===== src/rtl/mcdf_arbiter_if.sv =====
// Channel-side and formatter-side signals of the MCDF arbiter.
// The master modport is the arbiter's view; slave is the surrounding environment.
interface mcdf_arbiter_if #(
  parameter int unsigned CHNL_NUM = 3,
  parameter int unsigned DW       = 32
);
  logic [CHNL_NUM-1:0]    chnl_en;
  logic [2*CHNL_NUM-1:0]  chnl_prio;
  logic [2*CHNL_NUM-1:0]  chnl_len;
  logic [CHNL_NUM-1:0]    chnl_valid;
  logic [CHNL_NUM*DW-1:0] chnl_data;
  logic [CHNL_NUM-1:0]    chnl_ready;
  logic                   fmt_valid;
  logic [DW-1:0]          fmt_data;
  logic [1:0]             fmt_chnl_id;
  logic                   fmt_sop;
  logic                   fmt_eop;
  logic                   fmt_ready;
  logic                   arb_busy;

  modport master (
    input  chnl_en, chnl_prio, chnl_len, chnl_valid, chnl_data, fmt_ready,
    output chnl_ready, fmt_valid, fmt_data, fmt_chnl_id, fmt_sop, fmt_eop, arb_busy
  );

  modport slave (
    output chnl_en, chnl_prio, chnl_len, chnl_valid, chnl_data, fmt_ready,
    input  chnl_ready, fmt_valid, fmt_data, fmt_chnl_id, fmt_sop, fmt_eop, arb_busy
  );
endinterface


===== src/rtl/mcdf_arbiter.sv =====
// Packet-granular priority arbiter from MCDF channel slaves to the formatter.
// Define MCDF_ARB_RR_EN for round-robin tie-break; otherwise ties go to the lowest index.
module mcdf_arbiter #(
  parameter int unsigned CHNL_NUM = 3,
  parameter int unsigned DW       = 32
) (
  input logic           clk,
  input logic           rst,
  mcdf_arbiter_if.master bus
);

  typedef enum logic [0:0] {StIdle, StXfer} state_e;

  state_e         state_q, state_d;
  logic [1:0]     gnt_q;
  logic [5:0]     words_left_q, len_latched_q;
  logic           fmt_valid_q, fmt_sop_q, fmt_eop_q;
  logic [DW-1:0]  fmt_data_q;
  logic [1:0]     fmt_chnl_id_q;

  logic [CHNL_NUM-1:0] elig;
  logic [1:0]          prio_arr [CHNL_NUM];
  logic [1:0]          len_arr  [CHNL_NUM];
  logic [DW-1:0]       data_arr [CHNL_NUM];
  logic                win_found;
  logic [1:0]          win_idx, win_prio;
  logic                ready_gnt, accept;

  always_comb begin
    for (int i = 0; i < CHNL_NUM; i++) begin
      prio_arr[i] = bus.chnl_prio[2*i +: 2];
      len_arr[i]  = bus.chnl_len[2*i +: 2];
      data_arr[i] = bus.chnl_data[DW*i +: DW];
    end
  end

  assign elig = bus.chnl_en & bus.chnl_valid;

`ifdef MCDF_ARB_RR_EN
  logic [1:0] last_gnt_q;
  logic [2:0] rr_sum;
  logic [1:0] rr_idx;

  // Scan starting just after the previous grant; strict '<' keeps the first tied hit.
  always_comb begin
    win_found = 1'b0;
    win_idx   = '0;
    win_prio  = '0;
    rr_sum    = '0;
    rr_idx    = '0;
    for (int k = 1; k <= CHNL_NUM; k++) begin
      rr_sum = {1'b0, last_gnt_q} + 3'(k);
      if (rr_sum >= 3'(CHNL_NUM)) rr_sum = rr_sum - 3'(CHNL_NUM);
      rr_idx = rr_sum[1:0];
      if (elig[rr_idx] && (!win_found || prio_arr[rr_idx] < win_prio)) begin
        win_found = 1'b1;
        win_idx   = rr_idx;
        win_prio  = prio_arr[rr_idx];
      end
    end
  end

  always_ff @(posedge clk or posedge rst) begin
    if (rst) begin
      last_gnt_q <= 2'(CHNL_NUM - 1);
    end else if (accept && words_left_q == 6'd1) begin
      last_gnt_q <= gnt_q;
    end
  end
`else
  always_comb begin
    win_found = 1'b0;
    win_idx   = '0;
    win_prio  = '0;
    for (int i = 0; i < CHNL_NUM; i++) begin
      if (elig[i] && (!win_found || prio_arr[i] < win_prio)) begin
        win_found = 1'b1;
        win_idx   = 2'(i);
        win_prio  = prio_arr[i];
      end
    end
  end
`endif

  // No skid buffer: a word is only taken when the output register is free or draining.
  assign ready_gnt = (state_q == StXfer) && (words_left_q != 6'd0) &&
                     (!fmt_valid_q || bus.fmt_ready);
  assign accept    = ready_gnt && bus.chnl_valid[gnt_q];

  always_comb begin
    bus.chnl_ready        = '0;
    bus.chnl_ready[gnt_q] = ready_gnt;
  end

  always_comb begin
    state_d = state_q;
    unique case (state_q)
      StIdle:  if (win_found) state_d = StXfer;
      StXfer:  if (accept && words_left_q == 6'd1) state_d = StIdle;
      default: state_d = StIdle;
    endcase
  end

  always_ff @(posedge clk or posedge rst) begin
    if (rst) state_q <= StIdle;
    else     state_q <= state_d;
  end

  always_ff @(posedge clk or posedge rst) begin
    if (rst) begin
      gnt_q         <= '0;
      words_left_q  <= '0;
      len_latched_q <= '0;
      fmt_valid_q   <= 1'b0;
      fmt_data_q    <= '0;
      fmt_chnl_id_q <= '0;
      fmt_sop_q     <= 1'b0;
      fmt_eop_q     <= 1'b0;
    end else begin
      if (state_q == StIdle && win_found) begin
        gnt_q         <= win_idx;
        words_left_q  <= 6'd4 << len_arr[win_idx];
        len_latched_q <= 6'd4 << len_arr[win_idx];
      end
      if (accept) begin
        words_left_q  <= words_left_q - 6'd1;
        fmt_valid_q   <= 1'b1;
        fmt_data_q    <= data_arr[gnt_q];
        fmt_chnl_id_q <= gnt_q;
        fmt_sop_q     <= (words_left_q == len_latched_q);
        fmt_eop_q     <= (words_left_q == 6'd1);
      end else if (bus.fmt_ready) begin
        fmt_valid_q <= 1'b0;
      end
    end
  end

  assign bus.fmt_valid   = fmt_valid_q;
  assign bus.fmt_data    = fmt_data_q;
  assign bus.fmt_chnl_id = fmt_chnl_id_q;
  assign bus.fmt_sop     = fmt_sop_q;
  assign bus.fmt_eop     = fmt_eop_q;
  assign bus.arb_busy    = (state_q == StXfer);

endmodule


===== src/flat_wrapper.sv =====
// flat-port wrapper written by rule: the top's interface ports become plain ports
module mcdf_arbiter_flat 
#(
  parameter int unsigned CHNL_NUM = 3,
  parameter int unsigned DW       = 32
)
  (clk, rst, bus_chnl_en, bus_chnl_prio, bus_chnl_len, bus_chnl_valid, bus_chnl_data, bus_fmt_ready, bus_chnl_ready, bus_fmt_valid, bus_fmt_data, bus_fmt_chnl_id, bus_fmt_sop, bus_fmt_eop, bus_arb_busy);
  mcdf_arbiter_if #(.CHNL_NUM(CHNL_NUM), .DW(DW)) bus_i ();
  input logic clk;
  input logic rst;
  input wire logic [$bits(bus_i.chnl_en)-1:0] bus_chnl_en;
  input wire logic [$bits(bus_i.chnl_prio)-1:0] bus_chnl_prio;
  input wire logic [$bits(bus_i.chnl_len)-1:0] bus_chnl_len;
  input wire logic [$bits(bus_i.chnl_valid)-1:0] bus_chnl_valid;
  input wire logic [$bits(bus_i.chnl_data)-1:0] bus_chnl_data;
  input wire logic [$bits(bus_i.fmt_ready)-1:0] bus_fmt_ready;
  output wire logic [$bits(bus_i.chnl_ready)-1:0] bus_chnl_ready;
  output wire logic [$bits(bus_i.fmt_valid)-1:0] bus_fmt_valid;
  output wire logic [$bits(bus_i.fmt_data)-1:0] bus_fmt_data;
  output wire logic [$bits(bus_i.fmt_chnl_id)-1:0] bus_fmt_chnl_id;
  output wire logic [$bits(bus_i.fmt_sop)-1:0] bus_fmt_sop;
  output wire logic [$bits(bus_i.fmt_eop)-1:0] bus_fmt_eop;
  output wire logic [$bits(bus_i.arb_busy)-1:0] bus_arb_busy;
  assign bus_i.chnl_en = bus_chnl_en;
  assign bus_i.chnl_prio = bus_chnl_prio;
  assign bus_i.chnl_len = bus_chnl_len;
  assign bus_i.chnl_valid = bus_chnl_valid;
  assign bus_i.chnl_data = bus_chnl_data;
  assign bus_i.fmt_ready = bus_fmt_ready;
  assign bus_chnl_ready = bus_i.chnl_ready;
  assign bus_fmt_valid = bus_i.fmt_valid;
  assign bus_fmt_data = bus_i.fmt_data;
  assign bus_fmt_chnl_id = bus_i.fmt_chnl_id;
  assign bus_fmt_sop = bus_i.fmt_sop;
  assign bus_fmt_eop = bus_i.fmt_eop;
  assign bus_arb_busy = bus_i.arb_busy;
  mcdf_arbiter #(.CHNL_NUM(CHNL_NUM), .DW(DW)) u_core (.clk(clk), .rst(rst), .bus(bus_i));
endmodule

===== config.mk =====
export PLATFORM = sky130hd
export DESIGN_NAME = mcdf_arbiter_flat
export DESIGN_NICKNAME = d
export VERILOG_FILES = /design/src/rtl/mcdf_arbiter_if.sv /design/src/rtl/mcdf_arbiter.sv /design/src/flat_wrapper.sv
export SDC_FILE = /design/constraint.sdc
export NUM_CORES = 1
export LEC_CHECK = 0
export ABC_CLOCK_PERIOD_IN_PS = 1770
export CAP_MARGIN = 15
export CORE_ASPECT_RATIO = 0.8
export CORE_MARGIN = 1
export CORE_UTILIZATION = 37
export CTS_BUF_LIST = sky130_fd_sc_hd__clkbuf_2 sky130_fd_sc_hd__clkbuf_4 sky130_fd_sc_hd__clkbuf_8
export CTS_CLUSTER_DIAMETER = 40
export DETAILED_ROUTE_END_ITERATION = 8
export HOLD_SLACK_MARGIN = 0.03
export PLACE_DENSITY_LB_ADDON = 0.08
export SYNTH_ARGS = -nofsm -noshare
export SYNTH_HDL_FRONTEND = slang
export SYNTH_SLANG_ARGS = --single-unit

===== constraint.sdc =====
create_clock -name clk -period 1.77 [get_ports clk]
set_clock_uncertainty 0.1 [all_clocks]
set_input_delay 0.531 -clock clk [delete_from_list [all_inputs] [get_ports clk]]
set_output_delay 0.531 -clock clk [all_outputs]
set_load 0.01 [all_outputs]

[Word level (Yosys, flattened, before mapping)]
Cells that the tools add are included.
Operators by class
  add/subtract/negate cells: 1
  $lt $le $gt $ge: 6
  equality and inequality tests: 2
  shift operators: 1
  mux-type cells: 24
  bitwise gates (word level): 5
  reduce and logical (&&, ||, !) cells: 17
Operators with widths (count)
  $bmux W32 S2: 1
  $mux W32: 2
  $mux W6: 2
  $mux W1: 10
  $mux W2: 5
  $logic_and A1 B1 Y1: 8
  $and A3 B3 Y3: 2
  $eq A6 B1 Y1 const B: 1
  $eq A6 B6 Y1: 1
  $ge A3 B3 Y1 const B: 2
  $not A2 Y3: 2
  $reduce_bool A6 Y1: 1
  $shl A3 B2 Y6 const A: 1
  $sub A6 B1 Y6 const B: 1
  $bmux W2 S2: 1
  $lt A2 B2 Y1: 2
  $reduce_bool A2 Y1: 2
  $logic_not A1 Y1: 3
  $logic_or A1 B1 Y1: 3
  $lt A2 B3 Y1 const B: 1
  $bmux W1 S2: 1
  $demux W1 S2: 1
  $ge A2 B1 Y1 const B: 1
  $pmux W1 S2: 1
  $not A1 Y1: 1
Storage, ports and cells
  flip-flop bits (word level): 52
  bits of input ports: 117
  output and inout bits: 41

[Logic depth before layout (Yosys ltp)]
  depth after elaboration: 17
  gate-level depth with buffers: 11
  depth with buffers taken out: 11

[Worst setup path before layout]
Ideal clock, no wire load.
  path kind: in2reg
  start point: input port bus_chnl_prio[1]
  end point: register u_core.len_latched_q[2]
  setup time: 0.126 ns
  arrival: 2.836 ns
  data required time: 1.544 ns
  slack: -1.292 ns
  cell stages on the path: 11
  path buffers: 0
  path through: nand3_1 -> ha_1 -> o211ai_1 -> o21bai_4 -> mux2_2 -> ha_1 -> and4bb_2 -> o211ai_1 -> nand3_1 -> nor2_1 -> a221o_1
Between the ends
  word-level cells in the longest chain between the ends: 14
Ends and longest elaborated chain
  from (decl): line flat_wrapper.sv:12  | input wire logic [$bits(bus_i.chnl_prio)-1:0] bus_chnl_prio;
  $mux W2 *: line mcdf_arbiter.sv:76  | if (elig[i] && (!win_found || prio_arr[i] < win_prio)) begin
  $lt A2 B2 Y1: line mcdf_arbiter.sv:76
  $logic_or A1 B1 Y1: line mcdf_arbiter.sv:76
  $logic_and A1 B1 Y1: line mcdf_arbiter.sv:76
  $mux W2 / $mux W1 (equally long branches): line mcdf_arbiter.sv:76
  $lt A2 B2 Y1 / $logic_not A1 Y1 (equally long branches): line mcdf_arbiter.sv:76
  $logic_or A1 B1 Y1: line mcdf_arbiter.sv:76
  $logic_and A1 B1 Y1: line mcdf_arbiter.sv:76
  $mux W2: line mcdf_arbiter.sv:76
  $not A2 Y3 (implied by the code): line mcdf_arbiter.sv:123  | len_latched_q <= 6'd4 << len_arr[win_idx];
  $bmux W2 S2: line mcdf_arbiter.sv:123
  $mux W2 (implied by the code) (2 in a row): line mcdf_arbiter.sv:123
  $shl A3 B2 Y6: line mcdf_arbiter.sv:123
  to (signal assigned): line mcdf_arbiter.sv:123
  to (decl): line mcdf_arbiter.sv:16  | logic [5:0] words_left_q, len_latched_q;
Every way passes the cells marked *; elsewhere a longest branch is shown, timed or not. The select of a mux whose other input is x is not followed.
A chain may end at the register's enable or synchronous reset.

[Worst setup path after layout]
  start point: input port bus_chnl_prio[1]
  end point: register u_core.len_latched_q[4]
The elaborated chain is that of the path after synthesis.

==> flow_summary_export.csv <==
group,metric,value,unit
power,vdd.ir_drop.worst,0.923,mV
global_routing,first_global_vias,2856,
finish,post_route_cells_drive_above_1_share,0.313,
synth,postSynthRegisterBits,50,
power,p_leak,2.77,nW
route,vias_per_cell,5.05,
timing,tightest_slew,510,ps
route,drt.antenna.violating_nets,0,
timing,fin_hold_ws,369,ps
placement,hpwlAfterDp,7320,um
synth,post_synth_inst_count,333,
synth,yosysSeqAreaShare,0.415,
synth,synth_area,3020,um2
floorplan,boundaryPins,158,
synth,synth.net_count,454,
finish,sequential_cell_area,1250,um2
timing,final.setup.worst_slack,-1080,ps
critical_path,cp_data_required_time,1910,ps
synth,synth.lib_cells_used.distinct,46,
floorplan,rows,29,
finish,multiInputGateArea,2020,um2
synth,mean_syn_cell_area,9.06,um2
synth,synthDominantCellAreaShare,0.415,
critical_path,critical-path-top-delay-family,"compound AO/OA/AOI/OAI gates",
global_routing,grt_first_pass_wirelength,13700,um
clocking,cts.root.buffer_cell,"clkbuf_8",
global_routing,grt_overflow,0,
floorplan,die_height,82.7,um
synth,synth_top_cells_by_area,"dfrtp_1, mux2i_1, o21ai_1, a21oi_1, nand2_1",
synth,synth_largest_area_cell,"dfrtp_1",
global_routing,grt_antenna_before_repair,0,
synth,synthesis.yosys.warnings,0,
clocking,clk-insertion-delay-late,300,ps
job,drv.max_cap_violation_count,0,
route,drt_first_pass_iters,4,
critical_path,path_cells,"buf_6, nand3_4, ha_4, o211ai_1, o21bai_4, mux2_4, ha_4, and4bb_2, o211ai_1, a311oi_2, buf_4, a221o_1",
global_routing,track_usage,0.211,
route,detail_route.wl_per_cell,15.9,um
synth,ys_top_cells_by_count,"dfrtp_1, nand2_1, nor2_1",
critical_path,timing.critical_path.slowest_cell_delay,410,ps
placement,post_dp_cell_area,5110,um2
timing,timing.fmax,351,MHz
critical_path,cp-start-kind,"primary input",
synth,synthMostInstantiatedCell,"dfrtp_1",
timing,slew_headroom,0.658,
synth,dominantRegCellSynth,"dfrtp_1",
finish,num-nets-final,670,
clocking,tritoncts.num_buffers,5,
critical_path,critPathKind,"in -> reg",
finish,syn2layout_area_growth,92.9,%
clocking,cts_tree,"done",
run_status,failing_checks,"negative setup slack",
critical_path,critPathMaxFanout,4,
timing,timing_max_transition_violations_final,0,
run_status,outcome,"finished, violations left",
route,totalWireLength,10500,um
timing,final_period_minus_worst_setup_slack,2850,ps
clocking,clock_path_buffers,2,
floorplan,initial_core_util,0.381,
critical_path,worst_path_max_delay_cell,"a311oi_2",
route,dr.first_iter.drc_count,124,
finish,num_antenna_cells,0,
finish,post-route-cell-area,5820,um2
timing,timing_hold_violations_final,0,
critical_path,end_kind,"register",
synth,synth_enable_flop_cells,0,
floorplan,floorplan.core_area,7910,um2
clocking,cts.sink_count,50,
placement,finalWeightedCongestion,0.881,
placement,port-buffer-count,157,
timing,setup_viol_count_final,53,
clocking,clock_transition_time_at_the_flip_flop_clock_pins_of_the_worst_setup_and_hold_paths,90,ps
route,route.vias.total,3326,
synth,postSynth.asyncResetShare,1.00,
timing,timing.final.crit_share,1.61,
clocking,post_cts_hold_fix_bufs,0,
worst_hold_path,hold_class,"in -> async",
floorplan,die_area,8520,um2
finish,fill_cells,616,
power,power_density,1600,nW/um2
floorplan,floorplan.die.width,103,um
clocking,clock_tree.htree_level_count,2,
route,drc,0,
global_routing,grt_start_max_net_pins,48,
critical_path,crit_buf_inv,2,
timing,rsz0062_at_grt,"yes",
critical_path,worstPathArrival,3000,ps
## stage by stage
stage / worst slack [ps] / power, mW / instances / utilization / TNS [ps]
after CTS: -1090 / 7.63 / 640 / 0.667 / -11120
after floorplan: -1140 / 4.65 / 333 / - / -10780
final: -1080 / 9.29 / 658 / 0.735 / -13300
after detailed placement: -1850 / 6.96 / 627 / 0.646 / -45580
after global placement: -1740 / 6.85 / 627 / 0.646 / -43630
after global routing: -1130 / 9.93 / 658 / 0.735 / -15840
## metal layers
layer  GRT usage  wire length, um
met1       0.271             4380
met2       0.361             5250
met3      0.0513              731
met4      0.0437              108
met5           0                0
## kinds of logic (layout without fill, tap and decap cells)
group | after synthesis | count (layout) | synth area share
and+or+nand+nor | 110 | 112 | 0.167
AOI/OAI and AO/OA | 95 | 95 | 0.210
DFF | 50 | 50 | 0.415
muxes | 40 | 40 | 0.135
buffers and inverters | 29 | 244 | 0.0419
xor gates and xnor gates | 5 | 5 | 0.0145
adders and majority gates | 4 | 4 | 0.0166
## layout by cell type (no fill, tap or decap), drive strengths merged, types with 3 or more instances in the layout
cell type / netlist / routed
a211o: 4 / 4
o21ai: 36 / 36
a311oi: 3 / 3
dfrtp: 50 / 50
a21oi: 33 / 33
a221o: 4 / 4
dlygate4sd2: 0 / 40
nor3: 6 / 6
xor2: 4 / 4
inv: 9 / 8
nor2: 38 / 38
and2: 4 / 4
clkdlybuf4s50: 0 / 106
buf: 13 / 72
nand3: 8 / 8
clkbuf: 7 / 13
nand2: 45 / 47
mux2i: 38 / 38
and3: 3 / 3
ha: 4 / 4
## worst paths after layout
check	slack, ps	endpoint	start	cells past startpoint
max in group asynchronous	740	u_core.gnt_q[1]	rst	3
worst min-delay path	370	u_core.bus.fmt_data[17]	rst	2
worst max-delay path	-1080	u_core.len_latched_q[4]	bus_chnl_prio[1]	12
worst min register to register	370	u_core.bus.fmt_data[18]	u_core.bus.fmt_data[18]	2
worst max register to register	-100	u_core.bus.fmt_data[2]	u_core.words_left_q[2]	9
min in group clk	370	u_core.bus.fmt_data[18]	u_core.bus.fmt_data[18]	2
## area by class of cell
| cell class | count | area share |
|---|---|---|
| repair buffers | 227 | 0.387 |
| flip-flops and latches | 50 | 0.216 |
| inverters | 9 | 0.00645 |
| multi-input cells | 256 | 0.348 |
| well taps | 108 | 0.0232 |
| clock inverters | 1 | 0.00516 |
| clock buffers | 7 | 0.0144 |
## power by group
| group | internal [mW] | switching [mW] | total [mW] |
|---|---|---|---|
| sequential | 1.70 | 0.420 | 2.12 |
| clock | 0.454 | 0.375 | 0.829 |
| combinational | 3.31 | 3.03 | 6.34 |
## sequential cells by signal, indices dropped and copies added (netlist names)
register                count
u_core.len_latched_q        4
u_core.bus.arb_busy         1
u_core.words_left_q         6
u_core.bus.fmt_chnl_id      2
u_core.gnt_q                2
u_core.bus.fmt_valid        1
u_core.bus.fmt_data        32
u_core.bus.fmt_eop          1
u_core.bus.fmt_sop          1
## timing repair
item / in CTS / in global routing
pin swaps: 18 / 47
gates resized for setup: 96 / 72
gates cloned: 0 / 11
setup buffers: 5 / 8
setup endpoints to repair: 91 / 53
Note: power is estimated with default switching activity, not from simulation.
